### config.mk
export PLATFORM = sky130hd
export DESIGN_NAME = conbus_rr
export DESIGN_NICKNAME = d
export VERILOG_FILES = /design/src/rtl/conbus_rr_pkg.sv /design/src/rtl/conbus_rr_arb.sv /design/src/rtl/conbus_rr.sv
export SDC_FILE = /design/constraint.sdc
export NUM_CORES = 1
export LEC_CHECK = 0
export BUFFER_PORTS_ARGS = -buffer_cell sky130_fd_sc_hd__buf_2
export CORE_AREA = 3 3 306 308
export DETAILED_ROUTE_END_ITERATION = 16
export DIE_AREA = 0 0 309 311
export SYNTH_ARGS = -nofsm -noshare
export SYNTH_HDL_FRONTEND = slang
export SYNTH_SLANG_ARGS = --single-unit
### constraint.sdc
create_clock -name sys_clk -period 8 [get_ports sys_clk]
set_input_delay 0.8 -clock sys_clk [delete_from_list [all_inputs] [get_ports sys_clk]]
set_output_delay 0.8 -clock sys_clk [all_outputs]
set_load 0.005 [all_outputs]
### src/rtl/conbus_rr_pkg.sv
// Shared types, default slot map and sizing helper for the round-robin
// Wishbone shared-bus interconnect.
package conbus_rr_pkg;

  typedef enum logic [2:0] {
    CTI_CLASSIC = 3'b000,
    CTI_INCR    = 3'b010,
    CTI_END     = 3'b111
  } cti_e;

  localparam int          DEF_NS       = 6;
  localparam int          DEF_S_ADDR_W = 3;
  // Slot 0 in the LSBs: BRAM 000, 001, SRAM 010, 100, 101, 110
  localparam logic [17:0] DEF_S_ADDR   = {3'b110, 3'b101, 3'b100, 3'b010, 3'b001, 3'b000};
  localparam logic [5:0]  DEF_S_EN     = 6'b111111;

  // Index width that never collapses to zero bits
  function automatic int idx_w(input int n);
    return (n > 1) ? $clog2(n) : 1;
  endfunction

endpackage

### src/rtl/conbus_rr_arb.sv
// Registered round-robin arbiter: one-hot grant held until the owner
// releases, then one idle cycle before the next search.
module conbus_rr_arb
  import conbus_rr_pkg::*;
#(
  parameter int NM = 6
) (
  input  logic                   sys_clk,
  input  logic                   sys_rst_n,
  input  logic [NM-1:0]          req,
  input  logic                   rel,
  output logic [NM-1:0]          grant,
  output logic [idx_w(NM)-1:0]   grant_idx,
  output logic                   busy
);

  localparam int MW = idx_w(NM);

  logic [MW-1:0] idx_r;
  logic [MW-1:0] pick_s;
  logic [MW-1:0] cand_s;
  logic [NM-1:0] grant_r;
  logic          busy_r;
  logic          found_s;

  // Rotating-priority search starting one past the last owner
  always_comb begin
    pick_s  = idx_r;
    found_s = 1'b0;
    cand_s  = idx_r;
    for (int i = 1; i <= NM; i++) begin
      cand_s = MW'((int'(idx_r) + i) % NM);
      if (!found_s && req[cand_s]) begin
        found_s = 1'b1;
        pick_s  = cand_s;
      end else begin
        pick_s  = pick_s;
      end
    end
  end

  // Grant register: drop on release, latch a new owner only from idle
  always_ff @(posedge sys_clk) begin
    if (!sys_rst_n) begin
      busy_r  <= 1'b0;
      idx_r   <= MW'(NM - 1);
      grant_r <= '0;
    end else if (busy_r) begin
      if (rel) begin
        busy_r  <= 1'b0;
        grant_r <= '0;
      end
    end else if (found_s) begin
      busy_r  <= 1'b1;
      idx_r   <= pick_s;
      grant_r <= {{(NM-1){1'b0}}, 1'b1} << pick_s;
    end
  end

  assign grant     = grant_r;
  assign grant_idx = idx_r;
  assign busy      = busy_r;

endmodule

### src/rtl/conbus_rr.sv
// Parametrised Wishbone shared-bus interconnect with registered round-robin
// arbitration, address decode, unmapped-slot error responder and watchdog.
module conbus_rr
  import conbus_rr_pkg::*;
#(
  parameter int                     NM       = 6,
  parameter int                     NS       = DEF_NS,
  parameter int                     ADR_W    = 32,
  parameter int                     DAT_W    = 32,
  parameter int                     S_ADDR_W = DEF_S_ADDR_W,
  parameter logic [NS*S_ADDR_W-1:0] S_ADDR   = DEF_S_ADDR,
  parameter logic [NS-1:0]          S_EN     = DEF_S_EN,
  parameter int                     TIMEOUT  = 255
) (
  input  logic                      sys_clk,
  input  logic                      sys_rst_n,
  input  logic [NM*ADR_W-1:0]       m_adr_i,
  input  logic [NM*DAT_W-1:0]       m_dat_i,
  input  logic [NM*(DAT_W/8)-1:0]   m_sel_i,
  input  logic [NM*3-1:0]           m_cti_i,
  input  logic [NM-1:0]             m_we_i,
  input  logic [NM-1:0]             m_cyc_i,
  input  logic [NM-1:0]             m_stb_i,
  output logic [DAT_W-1:0]          m_dat_o,
  output logic [NM-1:0]             m_ack_o,
  output logic [NM-1:0]             m_err_o,
  output logic [ADR_W-1:0]          s_adr_o,
  output logic [DAT_W-1:0]          s_dat_o,
  output logic [DAT_W/8-1:0]        s_sel_o,
  output logic [2:0]                s_cti_o,
  output logic                      s_we_o,
  output logic [NS-1:0]             s_cyc_o,
  output logic [NS-1:0]             s_stb_o,
  input  logic [NS*DAT_W-1:0]       s_dat_i,
  input  logic [NS-1:0]             s_ack_i,
  input  logic [NS-1:0]             s_err_i,
  output logic [NM-1:0]             grant_o
);

  localparam int SEL_W = DAT_W / 8;
  localparam int MW    = idx_w(NM);
  localparam int WD_W  = idx_w(TIMEOUT + 1) + 1;
  localparam logic [WD_W-1:0] WD_ONE  = {{(WD_W-1){1'b0}}, 1'b1};
  localparam logic [WD_W-1:0] WD_LAST = WD_W'(TIMEOUT - 1);

  logic             busy_s;
  logic [NM-1:0]    grant_s;
  logic [MW-1:0]    gidx_s;
  logic [ADR_W-1:0] g_adr_s;
  logic [DAT_W-1:0] g_dat_s;
  logic [SEL_W-1:0] g_sel_s;
  logic [2:0]       g_cti_s;
  logic             g_we_s;
  logic             g_cyc_s;
  logic             g_stb_s;
  logic [NS-1:0]    hit_s;
  logic             any_hit_s;
  logic [DAT_W-1:0] hit_dat_s;
  logic             hit_ack_s;
  logic             hit_err_s;
  logic             wd_fire_s;
  logic             ack_s;
  logic             err_s;
  logic             ue_r;
  logic             ue_gap_r;
  logic [WD_W-1:0]  wd_cnt_r;

  conbus_rr_arb #(
    .NM (NM)
  ) u_arb (
    .sys_clk   (sys_clk),
    .sys_rst_n (sys_rst_n),
    .req       (m_cyc_i),
    .rel       (~g_cyc_s),
    .grant     (grant_s),
    .grant_idx (gidx_s),
    .busy      (busy_s)
  );

  // Granted-master field mux (AND-OR over the registered index)
  always_comb begin
    g_adr_s = '0;
    g_dat_s = '0;
    g_sel_s = '0;
    g_cti_s = 3'b000;
    g_we_s  = 1'b0;
    g_cyc_s = 1'b0;
    g_stb_s = 1'b0;
    for (int i = 0; i < NM; i++) begin
      g_adr_s = g_adr_s | (m_adr_i[i*ADR_W +: ADR_W] & {ADR_W{gidx_s == MW'(i)}});
      g_dat_s = g_dat_s | (m_dat_i[i*DAT_W +: DAT_W] & {DAT_W{gidx_s == MW'(i)}});
      g_sel_s = g_sel_s | (m_sel_i[i*SEL_W +: SEL_W] & {SEL_W{gidx_s == MW'(i)}});
      g_cti_s = g_cti_s | (m_cti_i[i*3 +: 3] & {3{gidx_s == MW'(i)}});
      g_we_s  = g_we_s  | (m_we_i[i]  & (gidx_s == MW'(i)));
      g_cyc_s = g_cyc_s | (m_cyc_i[i] & (gidx_s == MW'(i)));
      g_stb_s = g_stb_s | (m_stb_i[i] & (gidx_s == MW'(i)));
    end
  end

  // Lowest-index populated slot whose prefix matches the granted address
  always_comb begin
    hit_s     = '0;
    any_hit_s = 1'b0;
    for (int k = 0; k < NS; k++) begin
      if (!any_hit_s && S_EN[k] &&
          (g_adr_s[ADR_W-1 -: S_ADDR_W] == S_ADDR[k*S_ADDR_W +: S_ADDR_W])) begin
        any_hit_s = 1'b1;
        hit_s[k]  = 1'b1;
      end else begin
        any_hit_s = any_hit_s;
      end
    end
  end

  // Return-path mux from the selected slot
  always_comb begin
    hit_dat_s = '0;
    hit_ack_s = 1'b0;
    hit_err_s = 1'b0;
    for (int k = 0; k < NS; k++) begin
      hit_dat_s = hit_dat_s | (s_dat_i[k*DAT_W +: DAT_W] & {DAT_W{hit_s[k]}});
      hit_ack_s = hit_ack_s | (s_ack_i[k] & hit_s[k]);
      hit_err_s = hit_err_s | (s_err_i[k] & hit_s[k]);
    end
  end

  // Timeout only fires on a strobe the slave is not answering this cycle
  assign wd_fire_s = (TIMEOUT != 0) && busy_s && g_stb_s && !ue_r &&
                     !hit_ack_s && !hit_err_s && (wd_cnt_r == WD_LAST);
  assign err_s     = busy_s & (ue_r | wd_fire_s | (g_stb_s & hit_err_s));
  assign ack_s     = busy_s & g_stb_s & hit_ack_s & ~hit_err_s & ~wd_fire_s;

  assign s_cyc_o = hit_s & {NS{busy_s & g_cyc_s & ~wd_fire_s}};
  assign s_stb_o = hit_s & {NS{busy_s & g_stb_s & ~wd_fire_s}};
  assign s_adr_o = g_adr_s;
  assign s_dat_o = g_dat_s;
  assign s_sel_o = g_sel_s;
  assign s_cti_o = g_cti_s;
  assign s_we_o  = g_we_s;
  assign m_dat_o = hit_dat_s;
  assign m_ack_o = grant_s & {NM{ack_s}};
  assign m_err_o = grant_s & {NM{err_s}};
  assign grant_o = grant_s;

  // Unmapped-slot responder: one-cycle error, then a mandatory quiet cycle
  always_ff @(posedge sys_clk) begin
    if (!sys_rst_n) begin
      ue_r     <= 1'b0;
      ue_gap_r <= 1'b0;
    end else begin
      ue_r     <= busy_s & g_stb_s & ~any_hit_s & ~ue_r & ~ue_gap_r;
      ue_gap_r <= ue_r;
    end
  end

  // Per-transaction watchdog on an unanswered strobe
  always_ff @(posedge sys_clk) begin
    if (!sys_rst_n) begin
      wd_cnt_r <= '0;
    end else if ((TIMEOUT == 0) || !busy_s || !g_stb_s || ack_s || err_s) begin
      wd_cnt_r <= '0;
    end else begin
      wd_cnt_r <= wd_cnt_r + WD_ONE;
    end
  end

endmodule

## After elaboration in Yosys (flattened, before gate mapping)

Index checks and enable logic that the tools add are counted.
Widths: inputs -> output; s select.

| cells by class | value |
|---|---|
| shifts and indexed selects | 1 |
| equality and inequality tests | 12 |
| $lt $le $gt $ge | 6 |
| bitwise operators | 135 |
| $add $sub $neg | 7 |
| reduce and logical (&&, ||, !) cells | 39 |
| multiplexer cells | 41 |
| div/mod/pow operators | 6 |

Operators by type and width:

| operator | count |
|---|---|
| $and 32x32->32 | 18 |
| $or 32x32->32 | 15 |
| $mod 32x4->32 const B | 6 |
| $and 1x1->1 | 42 |
| $or 1x1->1 | 27 |
| $mux 1 | 26 |
| $and 4x4->4 | 6 |
| $and 6x6->6 | 4 |
| $lt 3x4->1 const B | 6 |
| $or 4x4->4 | 5 |
| $and 3x3->3 | 6 |
| $bmux 1 s3 | 6 |
| $mux 3 | 6 |
| $mux 6 | 3 |
| $eq 3x3->1 const B | 5 |
| $logic_and 1x1->1 | 15 |
| $logic_not 1->1 | 15 |
| $or 3x3->3 | 5 |
| $add 3x3->4 const B | 3 |
| $add 9x1->9 const B | 1 |
| $eq 3x2->1 const B | 3 |
| $eq 9x8->1 const B | 1 |
| $add 3x2->4 const B | 2 |
| $not 1->1 | 7 |
| other kinds (9) | 14 |

| storage, ports and cells | value |
|---|---|
| word-level logic and storage cells | 253 |
| output and inout bits | 134 |
| register bits after elaboration | 21 |
| bits of input ports | 650 |

## Logic depth before layout (Yosys ltp)

Gate-level depths: netlist (run 1).

| depth | value |
|---|---|
| depth in word-level cells | 35 |
| mapped depth | 18 |
| gate-level depth less buffers | 13 |

## Hierarchy

From an unflattened synthesis (run 1), not the netlist that was laid out.

| second synthesis, totals | value |
|---|---|
| cells, all modules | 978 |
| area, all modules | 6580.1 µm² |

Modules (own cells, without submodules):

| module | area each (µm²) | cells an instance | seq. area each (µm²) | instances |
|---|---|---|---|---|
| conbus_rr | 4971.0 | 781 | 220.2 | 1 |
| conbus_rr_arb | 1609.0 | 197 | 200.2 | 1 |

## Worst setup path after synthesis (run 1)

OpenSTA, ideal clock, no wires.

| path | value |
|---|---|
| path kind | reg2out |
| start point | register u_arb.idx_r[2], in the netlist u_arb.grant_idx[2] |
| end point | output port m_dat_o[20] |
| slack | 3553 ps |
| buffers on the path | 8 |
| arrival | 3647 ps |
| cell stages (with the launch flop) | 17 |
| required time | 7200 ps |
| cells stage by stage | dfxtp_1 buf_2 buf_2 buf_1 buf_1 inv_1 ha_1 clkbuf_1 a22oi_1 o21a_1 inv_1 buf_2 nor3_1 clkbuf_1 clkbuf_1 a22oi_1 nand3_1 |

| between the ends | value |
|---|---|
| cells in the longest elaborated chain, start to end | 26 |
| elaborated cells on any way between the ends | 54 |
| those cells by class | 10 x eq/ne; 10 x mux; 22 x bitwise; 12 x reduce/logical |

RTL lines:

| what | line | source |
|---|---|---|
| from (decl) | conbus_rr_arb.sv:19 | `logic [MW-1:0] idx_r;` |
| from (signal assigned) | conbus_rr_arb.sv:46 | `idx_r <= MW'(NM - 1);` |
| from (signal assigned) | conbus_rr_arb.sv:55 | `idx_r <= pick_s;` |
| $eq 3x1->1 / $logic_not 3->1 (equally long branches) | conbus_rr.sv:90 | `g_adr_s = g_adr_s \| (m_adr_i[i*ADR_W +: ADR_W] & {ADR_W{gidx_s == MW'(i)}});` |
| $and 32x32->32 | conbus_rr.sv:90 |  |
| $or 32x32->32 (4 in series) | conbus_rr.sv:90 |  |
| $or 32x32->32 (*) | conbus_rr.sv:90 |  |
| net s_adr_o[30] | conbus_rr.sv:27 | `output logic [ADR_W-1:0] s_adr_o,` |
| $logic_not 3->1 | conbus_rr.sv:106 | `(g_adr_s[ADR_W-1 -: S_ADDR_W] == S_ADDR[k*S_ADDR_W +: S_ADDR_W])) begin` |
| $mux 1 | conbus_rr.sv:105 | `if (!any_hit_s && S_EN[k] &&` |
| $logic_not 1->1 | conbus_rr.sv:105 |  |
| (+8 left out) | - |  |
| $logic_not 1->1 | conbus_rr.sv:105 |  |
| $logic_and 1x1->1 | conbus_rr.sv:105 |  |
| $mux 1 | conbus_rr.sv:105 |  |
| $logic_not 1->1 | conbus_rr.sv:105 |  |
| $logic_and 1x1->1 | conbus_rr.sv:105 |  |
| $mux 1 | conbus_rr.sv:105 |  |
| $and 32x32->32 | conbus_rr.sv:121 | `hit_dat_s = hit_dat_s \| (s_dat_i[k*DAT_W +: DAT_W] & {DAT_W{hit_s[k]}});` |
| $or 32x32->32 (*) | conbus_rr.sv:121 |  |
| to (decl) | conbus_rr.sv:24 | `output logic [DAT_W-1:0] m_dat_o,` |

Mark *: on every way through the listed nets, which the timed path passes. The rest lies on a longest branch.

## Worst setup path after layout (run 1)

| path | value |
|---|---|
| start point | register u_arb.idx_r[0], in the netlist u_arb.grant_idx[0] |
| end point | output port s_cyc_o[4] |

| between the ends | value |
|---|---|
| cells in the longest elaborated chain, start to end | 33 |
| elaborated cells on any way between the ends | 98 |
| those cells by class | 10 x eq/ne; 10 x mux; 59 x bitwise; 19 x reduce/logical |

RTL lines:

| what | line | source |
|---|---|---|
| $eq 3x1->1 / $logic_not 3->1 (equally long branches) | conbus_rr.sv:90, conbus_rr.sv:95, conbus_rr.sv:96 |  |
| $and 32x32->32 | conbus_rr.sv:90 |  |
| $or 32x32->32 (5 in series) | conbus_rr.sv:90 |  |
| $logic_not 3->1 | conbus_rr.sv:106 |  |
| $mux 1 | conbus_rr.sv:105 |  |
| $logic_not 1->1 | conbus_rr.sv:105 |  |
| $logic_and 1x1->1 | conbus_rr.sv:105 |  |
| $mux 1 | conbus_rr.sv:105 |  |
| (+12 left out) | - |  |
| $and 1x1->1 | conbus_rr.sv:122 | `hit_ack_s = hit_ack_s \| (s_ack_i[k] & hit_s[k]);` |
| $or 1x1->1 | conbus_rr.sv:122 |  |
| $logic_not 1->1 | conbus_rr.sv:129 | `!hit_ack_s && !hit_err_s && (wd_cnt_r == WD_LAST);` |
| $logic_and 1x1->1 | conbus_rr.sv:128 | `assign wd_fire_s = (TIMEOUT != 0) && busy_s && g_stb_s && !ue_r &&` |
| $logic_and 1x1->1 (2 in series) | conbus_rr.sv:129 |  |
| $not 1->1 | conbus_rr.sv:133 | `assign s_cyc_o = hit_s & {NS{busy_s & g_cyc_s & ~wd_fire_s}};` |
| $and 1x1->1 | conbus_rr.sv:133 |  |
| $and 6x6->6 (*) | conbus_rr.sv:133 |  |
| to (decl) | conbus_rr.sv:32 | `output logic [NS-1:0] s_cyc_o,` |

Mark *: on every way between the ends. The rest lies on a longest branch, timed or not.

==> results of run 1 <==
==> sequential cells by signal (all words and copies together), names as in the netlist <==
name / count
wd_cnt_r: 9
u_arb.grant: 6
u_arb.grant_idx: 3
u_arb.busy: 1
ue_gap_r: 1
ue_r: 1
==> cell type report <==
cell class              instances  share of cell area (%)
multi-input cells             692                    44.9
repair buffers                802                    36.3
well taps                    1186                    13.3
flip-flops and latches         21                    3.77
clock buffers                   3                   0.671
diodes                         23                   0.514
inverters                      15                   0.503
clock inverters                 1                  0.0447
==> per-layer routing <==
metal	share of wire, %	vias up
met1	37	5178
met3	9.0	126
met5	0.32	-
met2	51	736
li1	-	4764
met4	2.5	34
==> kinds of logic (layout without fill, tap and decap cells) <==
group / after synthesis / after routing / share of synthesized area (%)
compound gates: 357 / 357 / 47.3
simple gates: 240 / 240 / 20.4
buf+inv: 96 / 821 / 6.50
mux: 69 / 69 / 13.4
flops: 21 / 21 / 7.33
fa+ha+maj: 16 / 16 / 3.49
xor+xnor: 10 / 10 / 1.53
other cells: 0 / 23 / 0
==> cell usage in the layout, fill, tap and decap left out, types with 7 or more instances in the layout <==
cell type  count
buf_2        783
a22oi_1      244
nand3_1       89
nand2_1       61
mux2_2        47
diode_2       23
a21oi_1       20
a222oi_1      20
nor2_1        20
dfxtp_1       20
buf_4         19
mux2i_1       17
o21ai_0       16
ha_1          15
inv_1         14
nor3_1        12
and2_1         8
and3_1         7
nand2b_1       7
==> worst max path at each step <==
stage | startpoint | end | slack (ns) | depth (start not counted)
5_1_grt | u_arb.grant_idx[0]$_SDFFE_PN1P_ | s_cyc_o[4] | 1.92 | 13
3_3_place_gp | u_arb.grant_idx[0]$_SDFFE_PN1P_ | s_cyc_o[4] | 2.52 | 13
4_1_cts | u_arb.grant_idx[0]$_SDFFE_PN1P_ | s_cyc_o[4] | 2.20 | 13
3_5_place_dp | u_arb.grant_idx[0]$_SDFFE_PN1P_ | s_cyc_o[4] | 2.49 | 13
6_report | u_arb.grant_idx[0]$_SDFFE_PN1P_ | s_cyc_o[4] | 2.39 | 13
2_1_floorplan | u_arb.grant_idx[2]$_SDFFE_PN1P_ | m_dat_o[20] | 3.55 | 16
==> power by group <==
group	switching, mW	internal [mW]	total [mW]
clock	0.0399	0.0672	0.107
sequential	0.0390	0.122	0.161
combinational	2.00	1.19	3.19
total	2.08	1.38	3.46
==> through the flow <==
step | instance area [um2] | setup slack, ns | cells | hold slack [ns] | total power, mW
after floorplan | 5740 | 3.55 | 809 | 0.373 | 1.84
after global placement | 11100 | 2.52 | 2716 | 0.379 | 3.37
after detailed placement | 11100 | 2.49 | 2716 | 0.383 | 3.38
after CTS | 11100 | 2.20 | 2720 | 0.402 | 3.51
after global routing | 11200 | 1.92 | 2730 | 0.421 | 3.74
final | 11200 | 2.39 | 2743 | 0.405 | 3.46
==> synthesized netlist by cell type (all sizes together), types with 4 or more instances <==
library cell and n:
clkbuf 63, nand4 5, xor2 6, dfxtp 21, and3 7, inv 14
a32o 4, nor2 25, o21ai 17, buf 18, nand2 61, nor3 15
a21oi 20, nor2b 9, o22ai 6, o41ai 4, and2 10, a21o 5
xnor2 4, a22oi 244, o31ai 4, a221oi 5, o21a 4, mux2 51
a222oi 20, mux2i 17, ha 16, nand2b 7, nand3 89
==> worst max-delay path: stages (launching register included) <==
cell      delay, ns
dfxtp_1        0.82
inv_1          0.25
ha_1           0.29
nor2b_4        0.12
buf_4          0.24
a222oi_1       0.62
nand2_1        0.11
buf_4          0.27
mux2_2         0.30
a221oi_1       0.47
nor2_1         0.22
o31ai_4        0.48
nor2_1         0.19
buf_2          0.17
==> summary.md, run 1 <==
| Metric | Value |
|---|---|
| Status | finished, final reports clean |
| Post-route clock period utilization | 70.1% |
| Yosys top cell by area | a22oi_1 |
| Max-cap violations | 0 |
| Flops & latches, synth | 21 |
| GR Util met3 | 3.97% |
| HPWL Detailed | 63700 um |
| H-tree Lvls | 1 |
| Post-layout util | 12.2% |
| Final Max Slew Viols | 0 |
| Area of the multi-input gates | 5030 um2 |
| Vias in the first global route | 10600 |
| Share of cells above drive strength 1 | 57.4% |
| Kind of critical path | register to output pin |
| Total GRT Usage | 13.7% |
| Global-route layer with the greatest usage | met2 |
| CTS Sinks | 21 |
| Drt pass-1 iters | 7 |
| DIE WIDTH | 309 um |
| Filler cell count | 10700 |
| Worst endpoint required time | 7.20 ns |
| Clock Skew | 0.00239 ns |
| # rows | 111 |
| Worst-Margin Slew | 1.01 ns |
| Cell area after synthesis | 5740 um2 |
| HP Class | register to register |
| TritonCTS clock tree | yes |
| Worst r2r path cells | 12 |
| Final Hold Vio Count | 0 |
| CTS Buf Count | 3 |
| Max-slew headroom | 32.2% |
| YS warnings | 0 |
| Crit-path max FO | 21 |
| Hold endpoint | ue_r$_SDFF_PN0_ |
| Crit start category | register |
| Area grow syn2layout | 95.0% |
| Grt total ovfl | 0 |
| Layout net count | 2201 |
| Final wirelength | 71600 um |
| Top cells by area, synth | a22oi_1, mux2_2, nand3_1 |
| # hold bufs at CTS | 0 |
| Core area | 91400 um2 |
| Max Buffers Root-to-Sink | 2 |
| Worst r2r src | u_arb.grant_idx[0]$_SDFFE_PN1P_ |
| Syn_nets | 1475 |
| Peak supply drop | 0.162 mV |
| RSZ-0062 raised after global routing | false |
| Synth cell types | 63 |
| Endpoint of the worst-slack reg-to-reg timing path | wd_cnt_r[2]$_SDFF_PP0_ |
| P_leak | 5.28 nW |
| Routed via count | 10800 |
| Fin crit period | 5.61 ns |
| Register area | 422 um2 |
| Mapped Cells | 809 |
| Vias per inst | 3.95 |
| Post-synth EDFFs | 0 |
| Crit path DAT | 4.81 ns |
| IO Pins | 784 |
| Clock latency on the worst-skew pair | 0.25 ns |
| Asr flop ratio synth | 0% |
| Final setup viols | 0 |
| Starting density of the core | 6.28% |
| Die Span Y | 311 um |
| Die area | 96100 um2 |
| Mean Syn Cell Area | 7.09 um2 |
| Clock transition at the registers of the reported paths | 0.06 ns |
| First-pass GRT wire length | 91300 um |
| Drt drc | 0 |
| Placer Congestion | 0.876 |
| Worst Setup End Kind | output pin |
| Most common flop cell mapped by yosys | dfxtp_1 |
| HP Start | ue_gap_r$_SDFF_PN0_ |
| Post-CTS Setup Inserts | 0 |
| Reg2reg setup slack | 3.56 ns |
| Max Clk Rate | 178 MHz |
| Power per cell area | 309 nW/um2 |
| Post_cts resized | 0 |
| Area share of the largest cell type after synthesis | 31.9% |
| DRT iter0 DRCs | 852 |
| Initial antenna violation count | 70 |
| Largest net degree at the start of global routing | 56 |
| Met1 Resource Use GR | 15.0% |
| Post-Route Setup TNS | 0 ns |
| Drt wl/cell | 26.1 um |
| Root Driver | clkbuf_16 |
| Number of routed nets with antenna violations | 0 |
| Register area share after synthesis | 7.33% |
| Hold Path Depth | 1 |
| Met2 usage | 26.2% |
| I/O Buffers | 783 |
No activity file was read; power rests on OpenSTA's default activity.
==> run 2: changes to the inputs <==
Settings changed: ABC_AREA set to 1, CORE_AREA 3 3 306 308 to 3 3 300 302, DIE_AREA 0 0 309 311 to 0 0 303 305.
Clock period 8 ns to 5 ns, I/O delays scaled along.
==> run 2 against run 1 <==
Area after synthesis is 4.2% higher; via count increased by 2.9%; sequential power up 48%; highest routed layer unchanged; first-iteration DRC count up 15%; routed wire length shrank 16%; power up 74%; clock skew increased by 0.0018 ns; critical path depth rose by 9; critical path type unchanged; cell area is 1.4% higher; flip-flop and latch count unchanged; count of clock-buffer cells in the layout did not move; core utilization rose by 0.65 points.
==> summary.md, run 2 <==
| Metric | Value |
|---|---|
| Mean Syn Cell Area | 5.65 um2 |
| Kind of critical path | register to output pin |
| Clock latency on the worst-skew pair | 0.26 ns |
| Max reg flops | 9 |
| Most common cell in the netlist | nand2_1 |
| Most common flop cell mapped by yosys | dfxtp_1 |
| Status | finished, final reports clean |
| Starting density of the core | 6.80% |
| Post-layout util | 12.9% |
| Post_cts resized | 0 |
| Placer Congestion | 0.938 |
| Syn_nets | 1725 |
| Post-route clock period utilization | 83.3% |
| Crit path DAT | 3.67 ns |
| Layout net count | 2464 |
| CTS Buf Count | 3 |
| H-tree Lvls | 1 |
| HP Class | register to register |
| Clock transition at the registers of the reported paths | 0.06 ns |
| Critical path origin | u_arb.grant_idx[0]$_SDFFE_PN1P_ |
| DRT iter0 DRCs | 984 |
| # hold bufs at CTS | 0 |
| Sw Pwr | 3.78 mW |
| Max Clk Rate | 240 MHz |
| Cell-internal power | 2.23 mW |
| HP Start | ue_gap_r$_SDFF_PN0_ |
| Power per cell area | 530 nW/um2 |
| Sw Share | 62.9% |
| Grt total ovfl | 0 |
| Share of cells above drive strength 1 | 49.2% |
| Post-CTS Setup Inserts | 0 |
| Most frequent cells in the layout | buf_2, nand2_1, nand3_1, a221oi_1, nor2_1 |
| Initial antenna violation count | 46 |
| Most flop-heavy register | wd_cnt_r |
| CTS Sinks | 21 |
| Commonest non-fill, non-tap cell in the layout | buf_2 |
| Synth cell types | 46 |
| Reg power frac | 4.0% |
| Area grow syn2layout | 89.6% |
| Vias per inst | 3.75 |
| Die area | 92400 um2 |
| Asr flop ratio synth | 0% |
| Routed via count | 11200 |
| Largest net degree at the start of global routing | 51 |
| Flops & latches, synth | 21 |
| Top cells by area, synth | nand2_1, a221oi_1, nand3_1 |
| Drt drc | 0 |
| Worst r2r src | u_arb.grant_idx[1]$_SDFFE_PN0P_ |
| Clk network pwr share | 3.0% |
| Yosys top cell by area | nand2_1 |
| Final setup viols | 0 |
| Crit-path max FO | 40 |
| Max-slew headroom | 34.1% |
| TritonCTS clock tree | yes |
| Area share of the largest cell type after synthesis | 25.0% |
| Register area share after synthesis | 7.03% |
| Total GRT Usage | 12.1% |
| Worst-Margin Slew | 0.988 ns |
| Core area | 88000 um2 |
| Peak supply drop | 0.409 mV |
| IO Pins | 784 |
| RSZ-0062 raised after global routing | false |
| First-pass GRT wire length | 78900 um |
| Final Max Slew Viols | 0 |
| Post-synth EDFFs | 0 |
| Post-Route Setup TNS | 0 ns |
| Clock Skew | 0.00422 ns |
| Fin crit period | 4.17 ns |
| Worst endpoint required time | 4.50 ns |
| Cell area after synthesis | 5980 um2 |
| Vias in the first global route | 10200 |
| I/O Buffers | 783 |
| Die Span Y | 305 um |
| Drt wl/cell | 20.3 um |
| Mapped Cells | 1059 |
| Final Hold Vio Count | 0 |
| Worst Setup End Kind | output pin |
| HPWL Detailed | 54000 um |
| P_leak | 5.83 nW |
| Root Driver | clkbuf_16 |
| YS warnings | 0 |
| Max-cap violations | 0 |
| Drt pass-1 iters | 7 |
| Number of routed nets with antenna violations | 0 |
| Crit start category | register |
| # rows | 109 |
| Comb pwr share | 93.1% |
| DIE WIDTH | 303 um |
| Max Buffers Root-to-Sink | 2 |
| Final wirelength | 60400 um |
| Top post-synthesis cells by count | nand2_1, nand3_1, a221oi_1, nor2_1, a22o_1 |
run 2: routing by layer:
metal  share of wire, %  vias up  GRT usage (%)  wire length (um)
met2                 45      706           19.2             27000
met3                 12      111           4.98              7280
met1                 40     5084           15.3             24400
met5               0.44        -              0               268
li1                   -     5220              -                 -
met4                2.3       30           2.21              1390
run 2: power by group through the flow:
stage	registers [mW]	logic [mW]	clock network, mW
2_1_floorplan	0.221	3.17	0
3_3_place_gp	0.239	5.61	0
3_5_place_dp	0.241	5.63	0
4_1_cts	0.237	5.65	0.181
5_1_grt	0.242	6.17	0.185
6_report	0.238	5.60	0.178
run 2: worst max-delay path, stage by stage, from the launching register on:
cell     delay (ns)
dfxtp_1        0.54
inv_1          0.17
ha_1           0.26
nand2_4        0.09
inv_4          0.20
nand2_1        0.13
nand2_1        0.07
a21oi_2        0.15
nand2_4        0.12
inv_4          0.11
nand3_4        0.10
inv_4          0.31
nand2_1        0.12
nand2_2        0.11
nor2_4         0.05
nand2_4        0.07
inv_2          0.03
nand2_1        0.06
nor2_2         0.05
inv_2          0.08
nand2_1        0.15
nor2_1         0.25
buf_2          0.16
run 2: kinds of logic (layout without fill, tap and decap cells):
family	count (synthesis)	count (layout)	share of synthesized area, %
other	0	14	0
DFF	21	21	7.03
and+or+nand+nor	655	655	49.7
xor gates and xnor gates	8	8	1.17
adders and majority gates	16	16	3.35
buffers and inverters	146	884	10.1
AOI/OAI and AO/OA	213	213	28.6
run 2: cell type report:
| type | count | area, um2 |
|---|---|---|
| fill | 10400 | 76600 |
| inverter | 80 | 333 |
| sequential | 21 | 420 |
| tap | 1165 | 1460 |
| clock inverter | 1 | 5.00 |
| clock buffer | 3 | 75.1 |
| multi-input combinational | 892 | 4970 |
| timing repair buffer | 800 | 4050 |
| antenna | 14 | 35.0 |
run 2: path summary, 6_finish.rpt:
check	endpoint	slack, ns	cells after the start
worst max-delay path	s_stb_o[2]	0.83	22
worst min-delay path	ue_r$_SDFF_PN0_	0.40	1
worst max register to register	u_arb.grant[5]$_SDFFE_PN0P_	1.49	21
worst min register to register	ue_r$_SDFF_PN0_	0.40	1
run 2: through the flow:
stage / std cells / instance area [um2] / setup WS, ns / power [mW] / hold WS, ns
final: 2976 / 11300 / 0.833 / 6.01 / 0.401
after global routing: 2968 / 11300 / 0.569 / 6.59 / 0.423
after CTS: 2962 / 11300 / 0.778 / 6.07 / 0.404
after detailed placement: 2958 / 11200 / 1.08 / 5.87 / 0.395
after global placement: 2958 / 11200 / 1.13 / 5.85 / 0.397
after floorplan: 1059 / 5980 / 2.07 / 3.39 / 0.373
==> run 3: changes to the inputs <==
Settings changed: CORE_AREA 3 3 300 302 to 3 3 304 306, DIE_AREA 0 0 303 305 to 0 0 307 309.
Clock period 5 ns to 3.9 ns, I/O delays scaled along.
==> run 3 against run 2 <==
Sequential power up 27%; critical path depth down 10; clock power up 22%; global-route usage down 0.25 points; register-to-register slack worse by 0.99 ns; via count up 0.82%; combinational power up 30%; die area up 2.6%; critical path type unchanged; power up 30%; core utilization down 0.20 points; routed wire length up 2.4%; first-iteration DRC count up 0.20%.
==> summary.md, run 3 (synthesis gave the netlist of run 2 again) <==
| Metric | Value |
|---|---|
| Max-slew headroom | 54.0% |
| H-tree Lvls | 1 |
| Most frequent cells in the layout | buf_2, nand2_1, nand3_1, a221oi_1, nor2_1 |
| Routed via count | 11200 |
| Vias in the first global route | 10200 |
| CTS Buf Count | 3 |
| Endpoint of the worst-slack reg-to-reg timing path | u_arb.grant[5]$_SDFFE_PN0P_ |
| Final Cell Area | 11400 um2 |
| Peak supply drop | 0.376 mV |
| Core area | 89900 um2 |
| Clock transition at the registers of the reported paths | 0.06 ns |
| DRT iter0 DRCs | 986 |
| Worst r2r path cells | 23 |
| Root Driver | clkbuf_16 |
| # rows | 110 |
| Worst Setup End Kind | output pin |
| Crit start category | register |
| Worst r2r src | u_arb.grant_idx[1]$_SDFFE_PN0P_ |
| Max reg flops | 9 |
| Final setup viols | 0 |
| Grt total ovfl | 0 |
| I/O Buffers | 783 |
| # hold bufs at CTS | 0 |
| Max Clk Rate | 269 MHz |
| Layout net count | 2466 |
| Final Hold Vio Count | 0 |
| Max Buffers Root-to-Sink | 2 |
| Status | finished, final reports clean |
| Area of the multi-input gates | 4970 um2 |
| Initial antenna violation count | 37 |
| Met1 Resource Use GR | 15.0% |
| Crit-path max FO | 32 |
| Met2 usage | 18.8% |
| Placer Congestion | 0.923 |
| Critical path's largest stage delay | 0.62 ns |
| CTS Sinks | 21 |
| Hold endpoint | ue_r$_SDFF_PN0_ |
| Delay-heaviest family, CP | simple AND/OR/NAND/NOR gates |
| Drt wl/cell | 20.7 um |
| Fin crit period | 3.72 ns |
| Clock latency on the worst-skew pair | 0.25 ns |
| Commonest non-fill, non-tap cell in the layout | buf_2 |
| HP Start | ue_gap_r$_SDFF_PN0_ |
| First-pass GRT wire length | 79000 um |
| Vias per inst | 3.77 |
| Crit path DAT | 3.33 ns |
| TritonCTS clock tree | yes |
| IO Pins | 784 |
| Max-cap violations | 0 |
| Drt pass-1 iters | 7 |
| HPWL Detailed | 54300 um |
| Post-layout util | 12.7% |
| DIE WIDTH | 307 um |
| Hold Path Depth | 1 |
| CP Buf/Inv Count | 4 |
| Post-route clock period utilization | 95.4% |
| Largest net degree at the start of global routing | 71 |
| RSZ-0062 raised after global routing | false |
| Die area | 94900 um2 |
| Number of routed nets with antenna violations | 0 |
| Post-Route Setup TNS | 0 ns |
| Kind of critical path | register to output pin |
| P_leak | 5.85 nW |
| Final wirelength | 61800 um |
| Hold WS | 0.392 ns |
| Clock Skew | 0.00268 ns |
| Filler cell count | 10600 |
| Worst-Margin Slew | 0.691 ns |
| Post-CTS Setup Inserts | 0 |
| Area after DPL | 11300 um2 |
| Starting density of the core | 6.65% |
| Register area | 420 um2 |
| Reg2reg setup slack | 0.50 ns |
| Worst path cell trace | inv_1 -> ha_1 -> nand2_1 -> nor2_2 -> nor3_4 -> nand4_4 -> nand3_4 -> inv_2 -> buf_4 -> a22oi_1 -> nand4_1 -> buf_2 |
| Slowest CP cell | a22oi_1 |
| Final Max Slew Viols | 0 |
| HP Class | register to register |
| Total GRT Usage | 11.8% |
| Drt drc | 0 |
| Global-route layer with the greatest usage | met2 |
| GR Util met3 | 4.87% |
| Most flop-heavy register | wd_cnt_r |
| Area grow syn2layout | 90.7% |
| Post_cts resized | 0 |
| Worst endpoint required time | 3.51 ns |
| Die Span Y | 309 um |
| Share of cells above drive strength 1 | 49.2% |
| Power per cell area | 685 nW/um2 |
-- run 3: layout make-up --
class	count	area share (%)
Multi-Input combinational cell	892	43.6
Tap cell	1176	12.9
Antenna cell	9	0.197
Sequential cell	21	3.69
Timing Repair Buffer	802	36.1
Inverter	80	2.91
Clock buffer	4	0.691
-- run 3: worst max path at each step --
stage,from,cells past startpoint,to
after detailed placement,u_arb.grant_idx[1]$_SDFFE_PN0P_,20,s_stb_o[4]
final,u_arb.grant_idx[1]$_SDFFE_PN0P_,12,m_dat_o[21]
after CTS,u_arb.grant_idx[1]$_SDFFE_PN0P_,20,s_stb_o[4]
after global routing,u_arb.grant_idx[1]$_SDFFE_PN0P_,22,s_stb_o[4]
after floorplan,u_arb.grant_idx[1]$_SDFFE_PN0P_,23,u_arb.grant[5]$_SDFFE_PN0P_
after global placement,u_arb.grant_idx[1]$_SDFFE_PN0P_,20,s_stb_o[4]
-- run 3: metal layers --
layer | wire [um] | share of wire [%] | vias to the layer above
met4 | 1620 | 2.6 | 30
met2 | 27800 | 45 | 732
met5 | 209 | 0.34 | -
met1 | 25200 | 41 | 5149
li1 | - | - | 5216
met3 | 6960 | 11 | 115
-- run 3: per-stage QoR --
step	setup WS (ns)	cells	power [mW]
floorplan	1.05	1059	4.34
global placement	0.602	2971	7.59
detailed placement	0.497	2971	7.61
CTS	0.219	2975	7.84
global route	0.00419	2976	8.54
finish	0.180	2984	7.81
-- run 3: report_power, final --
| group | internal [mW] | switching (mW) |
|---|---|---|
| Sequential | 0.252 | 0.0506 |
| Combinational | 2.54 | 4.76 |
| Clock | 0.139 | 0.0778 |
| Total | 2.93 | 4.89 |
